**config.mk**
```make
export PLATFORM = sky130hd
export DESIGN_NAME = ddr3_ctrl
export DESIGN_NICKNAME = d
export VERILOG_FILES = /design/src/rtl/ddr3_ctrl.sv
export SDC_FILE = /design/constraint.sdc
export NUM_CORES = 1
export LEC_CHECK = 0
export ABC_AREA = 1
export BUFFER_PORTS_ARGS = -buffer_cell sky130_fd_sc_hd__buf_2
export CAP_MARGIN = 20
export CORE_ASPECT_RATIO = 0.75
export CORE_MARGIN = 5
export CORE_UTILIZATION = 40
export CTS_BUF_LIST = sky130_fd_sc_hd__clkbuf_16
export DETAILED_ROUTE_END_ITERATION = 10
export GPL_TIMING_DRIVEN = 0
export SETUP_SLACK_MARGIN = 0.1
export SLEW_MARGIN = 20
export SYNTH_ARGS = -nofsm -noshare
export SYNTH_HDL_FRONTEND = slang
export SYNTH_SLANG_ARGS = --single-unit
```
**constraint.sdc**
```tcl
create_clock -name clk -period 3 [get_ports clk]
set_clock_uncertainty 0.1 [all_clocks]
set_input_delay 0.15 -clock clk [delete_from_list [all_inputs] [get_ports clk]]
set_output_delay 0.15 -clock clk [all_outputs]
set_load 0.02 [all_outputs]
```
**src/rtl/ddr3_ctrl.sv**
```systemverilog
`default_nettype none
// ============================================================================
//  Module   : ddr3_ctrl
//  Purpose  : DDR3 power-up/initialisation sequencer with periodic auto-refresh.
//             Define DDR3_FAST_SIM_EN to shorten RESET#/CKE waits to 100/200 cycles.
//  Revision : 1.0  initial release
// ============================================================================
module ddr3_ctrl #(
  parameter real         DDR_CLK_PERIOD = 3.0,
  parameter real         DDR_tRESET     = 200000.0,
  parameter real         DDR_tCKE       = 500000.0,
  parameter real         DDR_tXPR       = 170.0,
  parameter int          DDR_tMRD       = 4,
  parameter int          DDR_tMOD       = 12,
  parameter real         DDR_tZQinit    = 1536.0,
  parameter real         DDR_tREFI      = 7800.0,
  parameter real         DDR_tRFC       = 160.0,
  parameter logic [13:0] MR0_VAL        = 14'h0520,
  parameter logic [13:0] MR1_VAL        = 14'h0044,
  parameter logic [13:0] MR2_VAL        = 14'h0008,
  parameter logic [13:0] MR3_VAL        = 14'h0000
) (
  input  logic        clk,
  input  logic        reset,
  output logic        ddr_reset_n,
  output logic        ddr_cke,
  output logic        ddr_cs_n,
  output logic        ddr_ras_n,
  output logic        ddr_cas_n,
  output logic        ddr_we_n,
  output logic [2:0]  ddr_ba,
  output logic [13:0] ddr_addr,
  output logic        ddr_odt,
  output logic        init_done
);

`ifdef DDR3_FAST_SIM_EN
  localparam logic [31:0] c_n_treset = 32'd100;
  localparam logic [31:0] c_n_tcke   = 32'd200;
`else
  localparam logic [31:0] c_n_treset = 32'($rtoi($ceil(DDR_tRESET / DDR_CLK_PERIOD)));
  localparam logic [31:0] c_n_tcke   = 32'($rtoi($ceil(DDR_tCKE / DDR_CLK_PERIOD)));
`endif
  localparam logic [31:0] c_n_txpr   = 32'($rtoi($ceil(DDR_tXPR / DDR_CLK_PERIOD)));
  localparam logic [31:0] c_n_tzq    = 32'($rtoi($ceil(DDR_tZQinit / DDR_CLK_PERIOD)));
  localparam logic [31:0] c_n_trefi  = 32'($rtoi($ceil(DDR_tREFI / DDR_CLK_PERIOD)));
  localparam logic [31:0] c_n_trfc   = 32'($rtoi($ceil(DDR_tRFC / DDR_CLK_PERIOD)));
  localparam logic [31:0] c_mrd_last = 32'(DDR_tMRD - 1);
  localparam logic [31:0] c_mod_last = 32'(DDR_tMOD - 1);

  typedef enum logic [3:0] {
    RST_LOW,
    CKE_WAIT,
    XPR_WAIT,
    MRS2,
    MRS3,
    MRS1,
    MRS0,
    MOD_WAIT,
    ZQCL,
    ZQ_WAIT,
    IDLE,
    RFC_WAIT
  } state_t;

  state_t      r_state;
  logic [31:0] r_cnt;
  logic [31:0] r_ref_cnt;

  // Each MRSx/ZQCL/RFC_WAIT state is entered on the edge that drives its
  // command, so r_cnt measures cycles elapsed since that command.
  always_ff @(posedge clk or posedge reset) begin
    if (reset) begin
      r_state     <= RST_LOW;
      r_cnt       <= '0;
      r_ref_cnt   <= '0;
      ddr_reset_n <= 1'b0;
      ddr_cke     <= 1'b0;
      ddr_cs_n    <= 1'b1;
      ddr_ras_n   <= 1'b1;
      ddr_cas_n   <= 1'b1;
      ddr_we_n    <= 1'b1;
      ddr_ba      <= '0;
      ddr_addr    <= '0;
      ddr_odt     <= 1'b0;
      init_done   <= 1'b0;
    end else begin
      ddr_cs_n  <= 1'b0;
      ddr_ras_n <= 1'b1;
      ddr_cas_n <= 1'b1;
      ddr_we_n  <= 1'b1;
      ddr_ba    <= '0;
      ddr_addr  <= '0;
      ddr_odt   <= 1'b0;
      r_cnt     <= r_cnt + 32'd1;
      r_ref_cnt <= r_ref_cnt + 32'd1;

      case (r_state)
        RST_LOW: begin
          ddr_cs_n <= 1'b1;
          if (r_cnt == c_n_treset - 32'd1) begin
            ddr_reset_n <= 1'b1;
            r_cnt       <= '0;
            r_state     <= CKE_WAIT;
          end
        end

        CKE_WAIT: begin
          if (r_cnt == c_n_tcke - 32'd1) begin
            ddr_cke <= 1'b1;
            r_cnt   <= '0;
            r_state <= XPR_WAIT;
          end else begin
            ddr_cs_n <= 1'b1;
          end
        end

        XPR_WAIT: begin
          if (r_cnt == c_n_txpr - 32'd1) begin
            ddr_ras_n <= 1'b0;
            ddr_cas_n <= 1'b0;
            ddr_we_n  <= 1'b0;
            ddr_ba    <= 3'd2;
            ddr_addr  <= MR2_VAL;
            r_cnt     <= '0;
            r_state   <= MRS2;
          end
        end

        MRS2: begin
          if (r_cnt == c_mrd_last) begin
            ddr_ras_n <= 1'b0;
            ddr_cas_n <= 1'b0;
            ddr_we_n  <= 1'b0;
            ddr_ba    <= 3'd3;
            ddr_addr  <= MR3_VAL;
            r_cnt     <= '0;
            r_state   <= MRS3;
          end
        end

        MRS3: begin
          if (r_cnt == c_mrd_last) begin
            ddr_ras_n <= 1'b0;
            ddr_cas_n <= 1'b0;
            ddr_we_n  <= 1'b0;
            ddr_ba    <= 3'd1;
            ddr_addr  <= MR1_VAL;
            r_cnt     <= '0;
            r_state   <= MRS1;
          end
        end

        MRS1: begin
          if (r_cnt == c_mrd_last) begin
            ddr_ras_n <= 1'b0;
            ddr_cas_n <= 1'b0;
            ddr_we_n  <= 1'b0;
            ddr_ba    <= 3'd0;
            ddr_addr  <= MR0_VAL;
            r_cnt     <= '0;
            r_state   <= MRS0;
          end
        end

        MRS0: begin
          r_state <= MOD_WAIT;
        end

        MOD_WAIT: begin
          if (r_cnt == c_mod_last) begin
            ddr_we_n <= 1'b0;
            ddr_addr <= 14'h0400;
            r_cnt    <= '0;
            r_state  <= ZQCL;
          end
        end

        ZQCL: begin
          r_state <= ZQ_WAIT;
        end

        ZQ_WAIT: begin
          if (r_cnt == c_n_tzq - 32'd1) begin
            init_done <= 1'b1;
            r_ref_cnt <= '0;
            r_state   <= IDLE;
          end
        end

        IDLE: begin
          if (r_ref_cnt == c_n_trefi - 32'd1) begin
            ddr_ras_n <= 1'b0;
            ddr_cas_n <= 1'b0;
            r_ref_cnt <= '0;
            r_cnt     <= '0;
            r_state   <= RFC_WAIT;
          end
        end

        RFC_WAIT: begin
          if (r_cnt == c_n_trfc - 32'd1) begin
            r_state <= IDLE;
          end
        end

        default: begin
          r_state <= RST_LOW;
        end
      endcase
    end
  end

endmodule
`default_nettype wire

```
==> summary.md <==
Setup repair after global routing left no endpoint under its margin. The tightest hold path in the finished design has a slack of 0.2372 ns. In this run, placement finished with an instance count of 945. The sum of net half-perimeters after detailed placement came out at 9.872 mm. The tools report the final instance count without filler cells as 962. The data required time of the critical path is 3.12 ns, and the portion of the post-synthesis area used by sequential elements is 38.26%. The last weighted congestion value of the routability-driven placer was 0.9157; the total global routing overflow was 0. Cell occurring most often along the worst timing path: nand2_1. The share of total power dissipated in combinational logic is 2.2%. The worst setup path is captured at a flop.

Counting along the longest clock path gives a buffer depth of 2. The cell area that synthesis handed to floorplanning was 0.005243 mm^2. A synthesized cell averages 7.009 um^2. Registers are responsible for 48.5% of the overall power. For this design the total switching power over the nets is 490.9 uW. The run gives 37 as the number of distinct library cells after synthesis. Count of flip-flops with a built-in enable after synthesis: 0. The average wire per cell in the routed design works out to 13.05 um.

The floorplan die height is 109.1 um. The layout overhead on the synthesized area came out at 12.53%. The largest stage delay on the critical path is 0.37 ns. By startpoint and endpoint, the worst setup path is classified as flop to flop.

The total power divided by cell area was 376.7 mW/mm^2; the power share of the clock group was 49.2%. The hold violation total from the final report was 0; the total number of vias was 4556. 27 I/O pins were placed.

The logs give 0 for the number of violations of the max-capacitance limit and 0.2861 mV for the maximum vdd drop. The initial utilization of the core area, before any placement, comes to 40.55%. Leakage power figure: 0.002831 uW.

The post-layout net count is 794. The floorplan step defined a die boundary enclosing 0.01552 mm^2. The number of buffers added by the clock tree synthesis step came out at 9. The library cell used most frequently in the layout, excluding fill and tap cells, is nand2_1. The top cell types in the final layout, fill and taps aside, are 183 x nand2_1, 154 x nor2_1, 113 x inv_1, 77 x dfrtp_1, 40 x xor2_1. The run gives 56 as the pin count of the biggest net entering global routing. TritonCTS built the clock tree. The number of pins exceeding their max-slew limit in the final report was 0; the fraction of final layout cells with drive strength greater than 1 was 12.39%. The critical path goes through ha_1 -> inv_1 -> nor2_1 -> nand2_1 -> nor2_1 -> nand2_1 -> nand2_1 -> nand2_2 -> nor2_4 -> nand3_4 -> inv_4 -> buf_12 -> nor2_4. For the internal power, the log shows 1732 uW.

Counting I/O delays and the setup requirement, the final critical path takes 2.291 ns. The setup fix buffers added after clock tree synthesis is 0, and the combined buffer and inverter count along the critical path is 3. Counting every instance in the synthesized netlist gives 748. The beginning of the worst register-to-register path is r_ref_cnt[0]. After detailed routing, the number of vias per cell comes to 4.736. The library cell occupying the most area in the post-synthesis netlist was dfrtp_1. The count of nets left with antenna violations once routing finished came out at 0. The count of routing violations after the opening detailed-route iteration came out at 320.

Library cell contributing the largest single delay on the critical path: dfrtp_1. The routed wire length was 12.55 mm. The run finished with clean final reports. Among all flip-flop cells after synthesis, the most frequent one is dfrtp_1. In this run the worst hold path is classified as input pin to asynchronous set/reset pin.

By area the synthesized netlist is led by dfrtp_1 37%, nand2_1 13%, nor2_1 11%. The first global-routing pass estimated 21.38 mm of wire. The arrival time at the worst endpoint was 2.41 ns. Global routing used 17.51% of the available tracks.

During synthesis, Yosys emitted a total of 0 warnings. Number of global-route vias before repair: 4343. The number of antenna diodes in the final layout is 0. The run gives 0 as the number of antenna violations at the first check in global routing. The logs give 5 for the detailed-routing iteration count for the pre-antenna-repair pass and 3 for the H-tree depth reported by CTS. STA classifies the critical path startpoint as a flop. In this design, the largest share of critical-path delay is due to simple AND/OR/NAND/NOR gates. Input and output buffers added on the ports amount to 16. The cell row count is 36, and the fraction of synthesis flops using an asynchronous set or reset pin is 100.0%. In this run the worst path has a maximum fanout of 10. The synthesized design devotes to its leading area cell type 36.75% of total area. Clock slew at the register clock pins of the worst setup and hold paths: 0.07 ns. For this design, the sink count on the clock tree is 80. Setup violations remaining at the end of the flow were counted as 0. The clock reaches the later pin of the worst-skew pair after 0.35 ns. In this run the worst setup path begins at r_ref_cnt[0].

The tools report the clock root buffer master as clkbuf_16. Static timing analysis puts the maximum clock frequency at 436.5 MHz. The synthesized design contains 80 register bits. After floorplanning, the core was sized to cover 0.01293 mm^2. Final cycle utilization of the critical path: 76.36%. In the routed design, unresolved DRC markers number 0.

The switching power as a share of total power came out at 22.09%. The die is 142.2 um wide.
==> path summary, 6_finish.rpt <==
kind	cells after the start	to	slack (ns)
hold reg to reg	1	r_ref_cnt[0]	0.37
min in group clk	1	r_ref_cnt[0]	0.37
hold / removal	3	r_ref_cnt[7]	0.24
max in group asynchronous	4	ddr_we_n	1.92
setup reg to reg	13	r_cnt[12]	0.71
setup / recovery	13	r_cnt[12]	0.71
==> synth_stat cells, types with 3 or more instances <==
cell type,count
nand4_1,19
inv_2,9
buf_4,13
nor2_2,9
nand2_1,183
dfstp_2,3
xor2_1,40
ha_1,6
dfrtp_1,77
xnor2_1,8
o21ai_0,7
nor2_4,12
nor2_1,154
inv_1,112
a31oi_1,4
nor3_1,30
nand2_2,7
nand3_1,31
==> layout make-up <==
class	count	area [um^2]
Multi-Input combinational cell	536	2655
Tap cell	171	214.0
Sequential cell	80	2006
Buffer	18	150.1
Clock inverter	7	63.81
Timing Repair Buffer	18	117.6
Fill cell	1324	7028
Clock buffer	9	225.2
Inverter	123	467.9
==> state kept, by name, indices dropped and copies added (netlist names), 2 cells and up <==
| register | count |
|---|---|
| r_cnt | 32 |
| r_ref_cnt | 32 |
| ddr_addr | 4 |
| r_state | 4 |
| ddr_ba | 2 |
==> stage by stage <==
stage               setup WS [ns]  util (%)  power [uW]  setup TNS, ns  cell area [um^2]
global route               0.4631     45.63        2308              0              5899
CTS                        0.6965     45.63        2254              0              5899
detailed placement         0.7031     43.32        1148              0              5600
global placement          -0.4258     43.09        1143         -32.26              5570
floorplan                  0.7032         -        1135              0              5276
finish                     0.7092     45.63        2222              0              5899
==> power groups by stage <==
stage / logic (uW) / clock network, uW / registers (uW)
final: 49.0 / 1090 / 1080
after global routing: 57.0 / 1170 / 1080
after CTS: 51.1 / 1120 / 1080
after detailed placement: 49.7 / 0 / 1100
after global placement: 44.2 / 0 / 1100
after floorplan: 36.5 / 0 / 1100
==> worst reg2reg max path, stage by stage (launching register included) <==
cell and delay, ns:
dfrtp_1 0.37, ha_1 0.26, inv_1 0.08, nor2_1 0.11, nand2_1 0.06, nor2_1 0.13
nand2_1 0.13, nand2_1 0.15, nand2_2 0.09, nor2_4 0.17, nand3_4 0.15, inv_4 0.16
buf_12 0.19, nor2_4 0.04
==> logic make-up after synthesis <==
kind of cell / Yosys count / share of synthesized area (%)
buffers and inverters: 141 / 11.74
xor gates and xnor gates: 48 / 8.019
adders and majority gates: 6 / 1.432
DFF: 80 / 38.26
AOI/OAI and AO/OA: 20 / 2.602
and+or+nand+nor: 452 / 37.88
other: 1 / 0.07153
==> routing by layer <==
layer	GRT usage [%]	up-vias	wire [um]
met4	3.562	0	103
met1	26.34	2115	6573
met5	0	-	0
met3	4.033	9	688
li1	-	2331	-
met2	25.66	101	5190
==> what timing repair did <==
item                      CTS  global route
hold buffers                1             0
hold endpoints to repair   25             0
gates resized for setup     0             0
Power figures use the tool's default switching activity.
